**config.mk**
```make
export PLATFORM = sky130hd
export DESIGN_NAME = fetch_ctrl
export DESIGN_NICKNAME = d
export VERILOG_FILES = /design/src/rtl/fetch_ctrl.sv
export SDC_FILE = /design/constraint.sdc
export NUM_CORES = 1
export LEC_CHECK = 0
export BUFFER_PORTS_ARGS = -buffer_cell sky130_fd_sc_hd__buf_2
export CAP_MARGIN = 20
export CORE_MARGIN = 8
export CORE_UTILIZATION = 30
export DETAILED_ROUTE_END_ITERATION = 10
export PLACE_DENSITY = 0.54
export SLEW_MARGIN = 20
export SYNTH_ARGS = -nofsm -noshare
export SYNTH_HDL_FRONTEND = slang
export SYNTH_SLANG_ARGS = --single-unit
```
**constraint.sdc**
```tcl
create_clock -name clk -period 16.5 [get_ports clk]
set_input_delay 0.825 -clock clk [delete_from_list [all_inputs] [get_ports clk]]
set_output_delay 0.825 -clock clk [all_outputs]
set_load 0.05 [all_outputs]
```
**src/rtl/fetch_ctrl.sv**
```systemverilog
// Fetch sequencer: owns the PC, issues instruction-memory reads, buffers returned
// words with their PCs in a 2-entry queue and hands them to decode over valid/ready.
module fetch_ctrl #(
  parameter int unsigned       AWIDTH   = 32,
  parameter int unsigned       DWIDTH   = 32,
  parameter logic [AWIDTH-1:0] RESET_PC = AWIDTH'(32'h0100_0000)
) (
  input  logic              clk,
  input  logic              rst,
  output logic              imem_req_o,
  output logic [AWIDTH-1:0] imem_addr_o,
  input  logic [DWIDTH-1:0] imem_rdata_i,
  output logic              dec_valid_o,
  input  logic              dec_ready_i,
  output logic [AWIDTH-1:0] dec_pc_o,
  output logic [DWIDTH-1:0] dec_insn_o,
  input  logic              halt_i,
  input  logic              redirect_i,
  input  logic [AWIDTH-1:0] redirect_pc_i
);

  typedef enum logic [1:0] {
    ST_BOOT = 2'd0,
    ST_RUN  = 2'd1,
    ST_HALT = 2'd2
  } state_t;

  state_t            r_state;
  state_t            w_state_nxt;

  logic [AWIDTH-1:0] r_pc;
  logic [AWIDTH-1:0] r_req_pc;
  logic              r_inflight;

  logic [AWIDTH-1:0] r_fifo_pc   [2];
  logic [DWIDTH-1:0] r_fifo_insn [2];
  logic              r_rd_ptr;
  logic              r_wr_ptr;
  logic [1:0]        r_occ;

  logic [2:0]        w_need;
  logic              w_valid;
  logic              w_pop;
  logic              w_push;
  logic              w_issue;

  // FSM state register
  always_ff @(posedge clk or posedge rst) begin
    if (rst) r_state <= ST_BOOT;
    else     r_state <= w_state_nxt;
  end

  // FSM next state; redirect does not alter the transitions
  always_comb begin
    w_state_nxt = r_state;
    case (r_state)
      ST_BOOT: w_state_nxt = halt_i ? ST_HALT : ST_RUN;
      ST_RUN:  if (halt_i)  w_state_nxt = ST_HALT;
      ST_HALT: if (!halt_i) w_state_nxt = ST_RUN;
      default: w_state_nxt = ST_BOOT;
    endcase
  end

  // FSM outputs: handshake, push and issue decisions (issue keeps occ + inflight within 2)
  always_comb begin
    w_need  = 3'(r_occ) + 3'(r_inflight);
    w_valid = (r_occ != 2'd0) && !redirect_i;
    w_pop   = w_valid && dec_ready_i;
    w_push  = r_inflight && !redirect_i;
    w_issue = 1'b0;
    if ((r_state == ST_RUN) && !redirect_i && (w_need < (3'd2 + 3'(w_pop)))) begin
      w_issue = 1'b1;
    end
  end

  // PC, issued-PC and in-flight tracking; redirect kills any outstanding response
  always_ff @(posedge clk or posedge rst) begin
    if (rst) begin
      r_pc       <= RESET_PC;
      r_req_pc   <= '0;
      r_inflight <= 1'b0;
    end else if (redirect_i) begin
      r_pc       <= redirect_pc_i & ~AWIDTH'(3);
      r_inflight <= 1'b0;
    end else begin
      r_inflight <= w_issue;
      if (w_issue) begin
        r_pc     <= r_pc + AWIDTH'(4);
        r_req_pc <= r_pc;
      end
    end
  end

  // Two-entry response queue; redirect clears it
  always_ff @(posedge clk or posedge rst) begin
    if (rst) begin
      r_fifo_pc[0]   <= '0;
      r_fifo_pc[1]   <= '0;
      r_fifo_insn[0] <= '0;
      r_fifo_insn[1] <= '0;
      r_rd_ptr       <= 1'b0;
      r_wr_ptr       <= 1'b0;
      r_occ          <= 2'd0;
    end else if (redirect_i) begin
      r_rd_ptr <= 1'b0;
      r_wr_ptr <= 1'b0;
      r_occ    <= 2'd0;
    end else begin
      if (w_push) begin
        r_fifo_pc[r_wr_ptr]   <= r_req_pc;
        r_fifo_insn[r_wr_ptr] <= imem_rdata_i;
        r_wr_ptr              <= ~r_wr_ptr;
      end
      if (w_pop) r_rd_ptr <= ~r_rd_ptr;
      r_occ <= r_occ + 2'(w_push) - 2'(w_pop);
    end
  end

  assign imem_req_o  = w_issue;
  assign imem_addr_o = r_pc;
  assign dec_valid_o = w_valid;
  assign dec_pc_o    = (r_occ != 2'd0) ? r_fifo_pc[r_rd_ptr]   : '0;
  assign dec_insn_o  = (r_occ != 2'd0) ? r_fifo_insn[r_rd_ptr] : '0;

endmodule

```
After elaboration in Yosys (flattened, before gate mapping)
Index checks and enable logic that the tools add are counted.
Widths: inputs -> output; s select.

storage, ports and cells
  flip-flop bits (word level) = 199
  latch bits = 0
  bits in writable memories = 0
  bits in read-only memories = 0
  output and inout port bits = 98
  memories kept = 0

operators by class
  $add $sub $neg = 5
  $mul = 0
  div/mod/pow operators = 0
  order comparisons = 4
  equal/unequal tests = 4
  shift-type cells = 0
  multiplexer cells = 25
  bitwise gates (word level) = 5
  reduce and logical (&&, ||, !) cells = 15

operators with widths
  kind                   count
  $mux 32                11
  $bwmux 64              2
  $add 32x3->32 const B  1
  $demux 32 s1           1
  $mux 2                 4
  $reduce_bool 2->1      4
  $logic_and 1x1->1      6
  $mux 1                 6
  $pmux 2 s3             1
  $reduce_and 2->1       3
  $ge 2x2->1 const B     2
  $ne 2x2->1 const B     2
  $not 1->2              2
  $add 2x1->3            1
  $add 2x1->3 const A    1
  $lt 3x3->1             1
  $not 1->1              3
  $add 2x1->2            1
  $eq 2x1->1 const B     1
  $eq 2x2->1 const B     1
  $logic_not 2->1        1
  $lt 2x1->1 const B     1
  $sub 2x1->2            1
  $logic_not 1->1        1

Longest topological paths before layout
  depth after elaboration = 9
  depth in mapped cells = 10

Least setup slack after synthesis
OpenSTA, ideal clock, no wires.

  path kind = input-to-output
  start point = input dec_ready_i
  end point = output imem_req_o
  arrival = 2076 ps
  data required time = 15675 ps
  path slack = 13599 ps
  stages = 7
  cells stage by stage = o21ai_1 > o21ai_1 > nand2_1 > buf_2 > buf_2 > buf_2 > inv_1

on the way
  longest elaborated chain between the ends = 5

ends and longest elaborated chain
  element            line  source
  start, declared    14    input logic dec_ready_i,
  $logic_and 1x1->1  68    w_pop = w_valid && dec_ready_i;
  $add 2x1->3        71    if ((r_state == ST_RUN) && !redirect_i && (w_need < (3'd2 + 3'(w_pop)))) begin
  $lt 3x3->1         71
  $logic_and 1x1->1  71
  $mux 1             71
  end, declared      10    output logic imem_req_o,

No other way between the ends.

Worst setup path after layout
  start point = register r_rd_ptr
  end point = output dec_insn_o[20]

on the way
  longest elaborated chain between the ends = 5

ends and longest elaborated chain
  element                                     line  source
  start, declared                             37    logic r_rd_ptr;
  start signal, assigned                      114   if (w_pop) r_rd_ptr <= ~r_rd_ptr;
  $not 1->2 (implied by the code)             123   assign dec_insn_o = (r_occ != 2'd0) ? r_fifo_insn[r_rd_ptr] : '0;
  $mux 32 (implied by the code) (3 in a row)  123
  $mux 32                                     123
  end, declared                               16    output logic [DWIDTH-1:0] dec_insn_o,

No other way between the ends. The select of a mux whose other input is x is not followed.

==> results.json <==
{
  "yosys.area.top_type_share_pct": 54.0,
  "peakVddDrop_mv": 0.0675,
  "status": "finished, final reports clean",
  "fmax_ghz": 0.297,
  "ys.flop_type": "dfrtp_1",
  "synth_seq_cells": 191,
  "syn_avg_cell_area_um2": 11.4,
  "hp-class": "register to register",
  "vias_per_cell": 4.87,
  "io_pins": 167,
  "port_buffers": 160,
  "die_area_mm2": 0.0351,
  "gp_congestion": 0.751,
  "critPathCaptureType": "output port",
  "total_power_uw": 1360,
  "layout_common_cells": "189 x dfrtp_1, 160 x buf_2, 124 x mux2_2",
  "fin_ws_ns": 13.14,
  "powerDensity_mw_per_mm2": 128,
  "yosys.area.top_type": "dfrtp_1",
  "path_buf_inv": 2,
  "fillerInstances": 2948,
  "ctsHoldBuffers": 0,
  "clock_latency_ns": 0.43,
  "crit_fanout": 35,
  "yosysSeqAreaShare_pct": 54.3,
  "fin_crit_sh_pct": 20.4,
  "vias": 6389,
  "worstPathCellList": "buf_4, mux2i_1, nor2_1, buf_2",
  "syn_to_final_growth_pct": 20.4,
  "pwr-share-clk_pct": 31.6,
  "routedWlPerCell_um": 18.0,
  "antenna_found_initial": 0,
  "p_sw_uw": 448,
  "core-area_mm2": 0.0288,
  "post-place-ws_ns": 12.81,
  "final_common_cell": "dfrtp_1",
  "fin_crit_ns": 3.36,
  "finalSetupViolations": 0,
  "dr.pass1.iters": 4,
  "cts_setup_buffers": 0,
  "grtUsageTotal_pct": 13.6,
  "p_seq_share_pct": 47.0,
  "rsz0062_at_grt": "no",
  "cts_max_path_buffers": 2,
  "drive_gt1_share_pct": 36.6,
  "critPathKind": "register to output port",
  "synth_area_mm2": 0.00881,
  "setup.worst_path.start_class": "register",
  "cp.required_ns": 15.67,
  "cts_tree": "done",
  "clockRootBuffer": "clkbuf_16",
  "die_x_um": 187,
  "final_nets": 987,
  "drc_errors": 0,
  "synth_edf_count": 0,
  "arrival_ns": 2.54,
  "post-route-util_pct": 36.9,
  "yosysWarnings": 0,
  "rows": 62,
  "maxSlewHeadroom_pct": 35.6,
  "grt_max_degree": 129,
  "dp_hpwl_mm": 15.4,
  "drt_iter0_markers": 294,
  "async_flop_share_pct": 100,
  "internal_power_uw": 908,
  "path_clk_slew_ns": 0.07,
  "finalMaxSlewViolations": 0,
  "critPathMaxStageDelay_ns": 0.81,
  "swShare_pct": 33.0,
  "antenna_left": 0,
  "post_cts_resized": 0,
  "cts_max_level": 4,
  "numCtsBuffers": 17,
  "netlist_instances": 771,
  "final.setup_skew_ns": 0.0204,
  "yosysUniqueCellTypes": 44,
  "grt_pass1_wl_mm": 38.5,
  "crit_family": "buffers and inverters",
  "synth.top_cells.by_area": "dfrtp_1 54%, mux2_2 16%, mux2i_1 7.0%, nand2_1 4.8%, nor2_1 3.2%",
  "leakagePower_uw": 0.00506,
  "cp_slowest_cell": "dfrtp_4",
  "die_y_um": 187,
  "dp.cells": 1278,
  "grt.overflow.total": 0,
  "finalHoldViolations": 0,
  "tightest_slew_ns": 0.966,
  "cts.sinks": 191,
  "grt_pass1_vias": 6737,
  "tns_ns": 0,
  "drv_cap": 0,
  "start_util_pct": 30.6,
  "routed_wl_mm": 23.6,
  "combPwrFrac_pct": 21.4,
  "layout.cells.non_filler": 1311
}
[power by group through the flow]
stage / clock [uW] / combinational [uW] / sequential, uW
2_1_floorplan: 0 / 207 / 652
3_3_place_gp: 0 / 290 / 644
3_5_place_dp: 0 / 295 / 647
4_1_cts: 443 / 296 / 638
5_1_grt: 461 / 320 / 654
6_report: 429 / 290 / 638
[Yosys cell counts (7+ instances only)]
library cell / count
dfrtp_1: 190
mux2_2: 124
nand2_1: 113
nor2_1: 75
mux2i_1: 62
nand3_1: 26
buf_2: 18
clkbuf_1: 17
o21ai_0: 14
nor3_1: 13
a221o_1: 12
buf_1: 9
and3_1: 8
inv_1: 8
a21o_1: 7
a22oi_1: 7
[logic make-up (layout without fill, tap and decap cells)]
| kind of cell | after synthesis | in the layout | share of synthesized area [%] |
|---|---|---|---|
| and+or+nand+nor | 265 | 265 | 13.7 |
| DFF | 191 | 191 | 54.3 |
| muxes | 186 | 186 | 22.9 |
| AOI/OAI and AO/OA | 60 | 60 | 4.99 |
| buffers and inverters | 58 | 210 | 2.91 |
| adders and majority gates | 5 | 5 | 0.710 |
| xor gates and xnor gates | 5 | 5 | 0.497 |
| other | 1 | 5 | 0.0426 |
[registers in the layout, summed over array words and instances, names as in the netlist]
signal / count
r_rd_ptr: 1
r_state: 2
r_fifo_pc: 60
r_req_pc: 30
r_occ: 2
r_fifo_insn: 64
r_inflight: 1
imem_addr_o: 30
r_wr_ptr: 1
[stage by stage]
step / hold slack, ns / cell area [um^2]
5_1_grt: 0.518 / 10600
4_1_cts: 0.490 / 10600
6_report: 0.489 / 10600
2_1_floorplan: 0.434 / 8820
3_5_place_dp: 0.488 / 9990
3_3_place_gp: 0.464 / 9990
[worst register-to-register path, delay by kind of cell, from the launching register on]
| kind | cells | cell delay [ns] |
|---|---|---|
| AOI/OAI and AO/OA | 3 | 0.76 |
| buffers and inverters | 1 | 0.57 |
| adders and majority gates | 2 | 0.52 |
| DFF | 1 | 0.45 |
| and+or+nand+nor | 1 | 0.13 |
[metal layers]
metal | GRT usage (%) | wire length, um | vias to the layer above
met2 | 20.7 | 10500 | 165
met3 | 4.18 | 1600 | 15
met4 | 3.02 | 245 | 0
li1 | - | - | 2986
met1 | 18.6 | 11300 | 3223
met5 | 0 | 0 | -
[path summary, 6_finish.rpt]
path	slack (ns)	cells past startpoint	endpoint	from
setup / recovery	13.14	4	dec_insn_o[20]	r_rd_ptr
hold / removal	0.49	1	r_state[0]	r_state[1]
setup reg to reg	13.97	7	imem_addr_o[18]	r_inflight
hold reg to reg	0.49	1	r_state[0]	r_state[1]
max in group asynchronous	14.43	3	r_rd_ptr	rst
min in group asynchronous	0.61	2	r_fifo_insn[45]	rst
[final cells by class]
class | count | area [um^2] | share of cell area [%]
antenna | 1 | 2.50 | 0.0236
multi-input combinational | 525 | 3810 | 36.0
sequential | 191 | 4780 | 45.1
tap | 384 | 480 | 4.53
inverter | 9 | 41.3 | 0.389
clock buffer | 17 | 425 | 4.01
clock inverter | 15 | 191 | 1.80
timing repair buffer | 169 | 868 | 8.19
No activity file was read; power rests on OpenSTA's default activity.
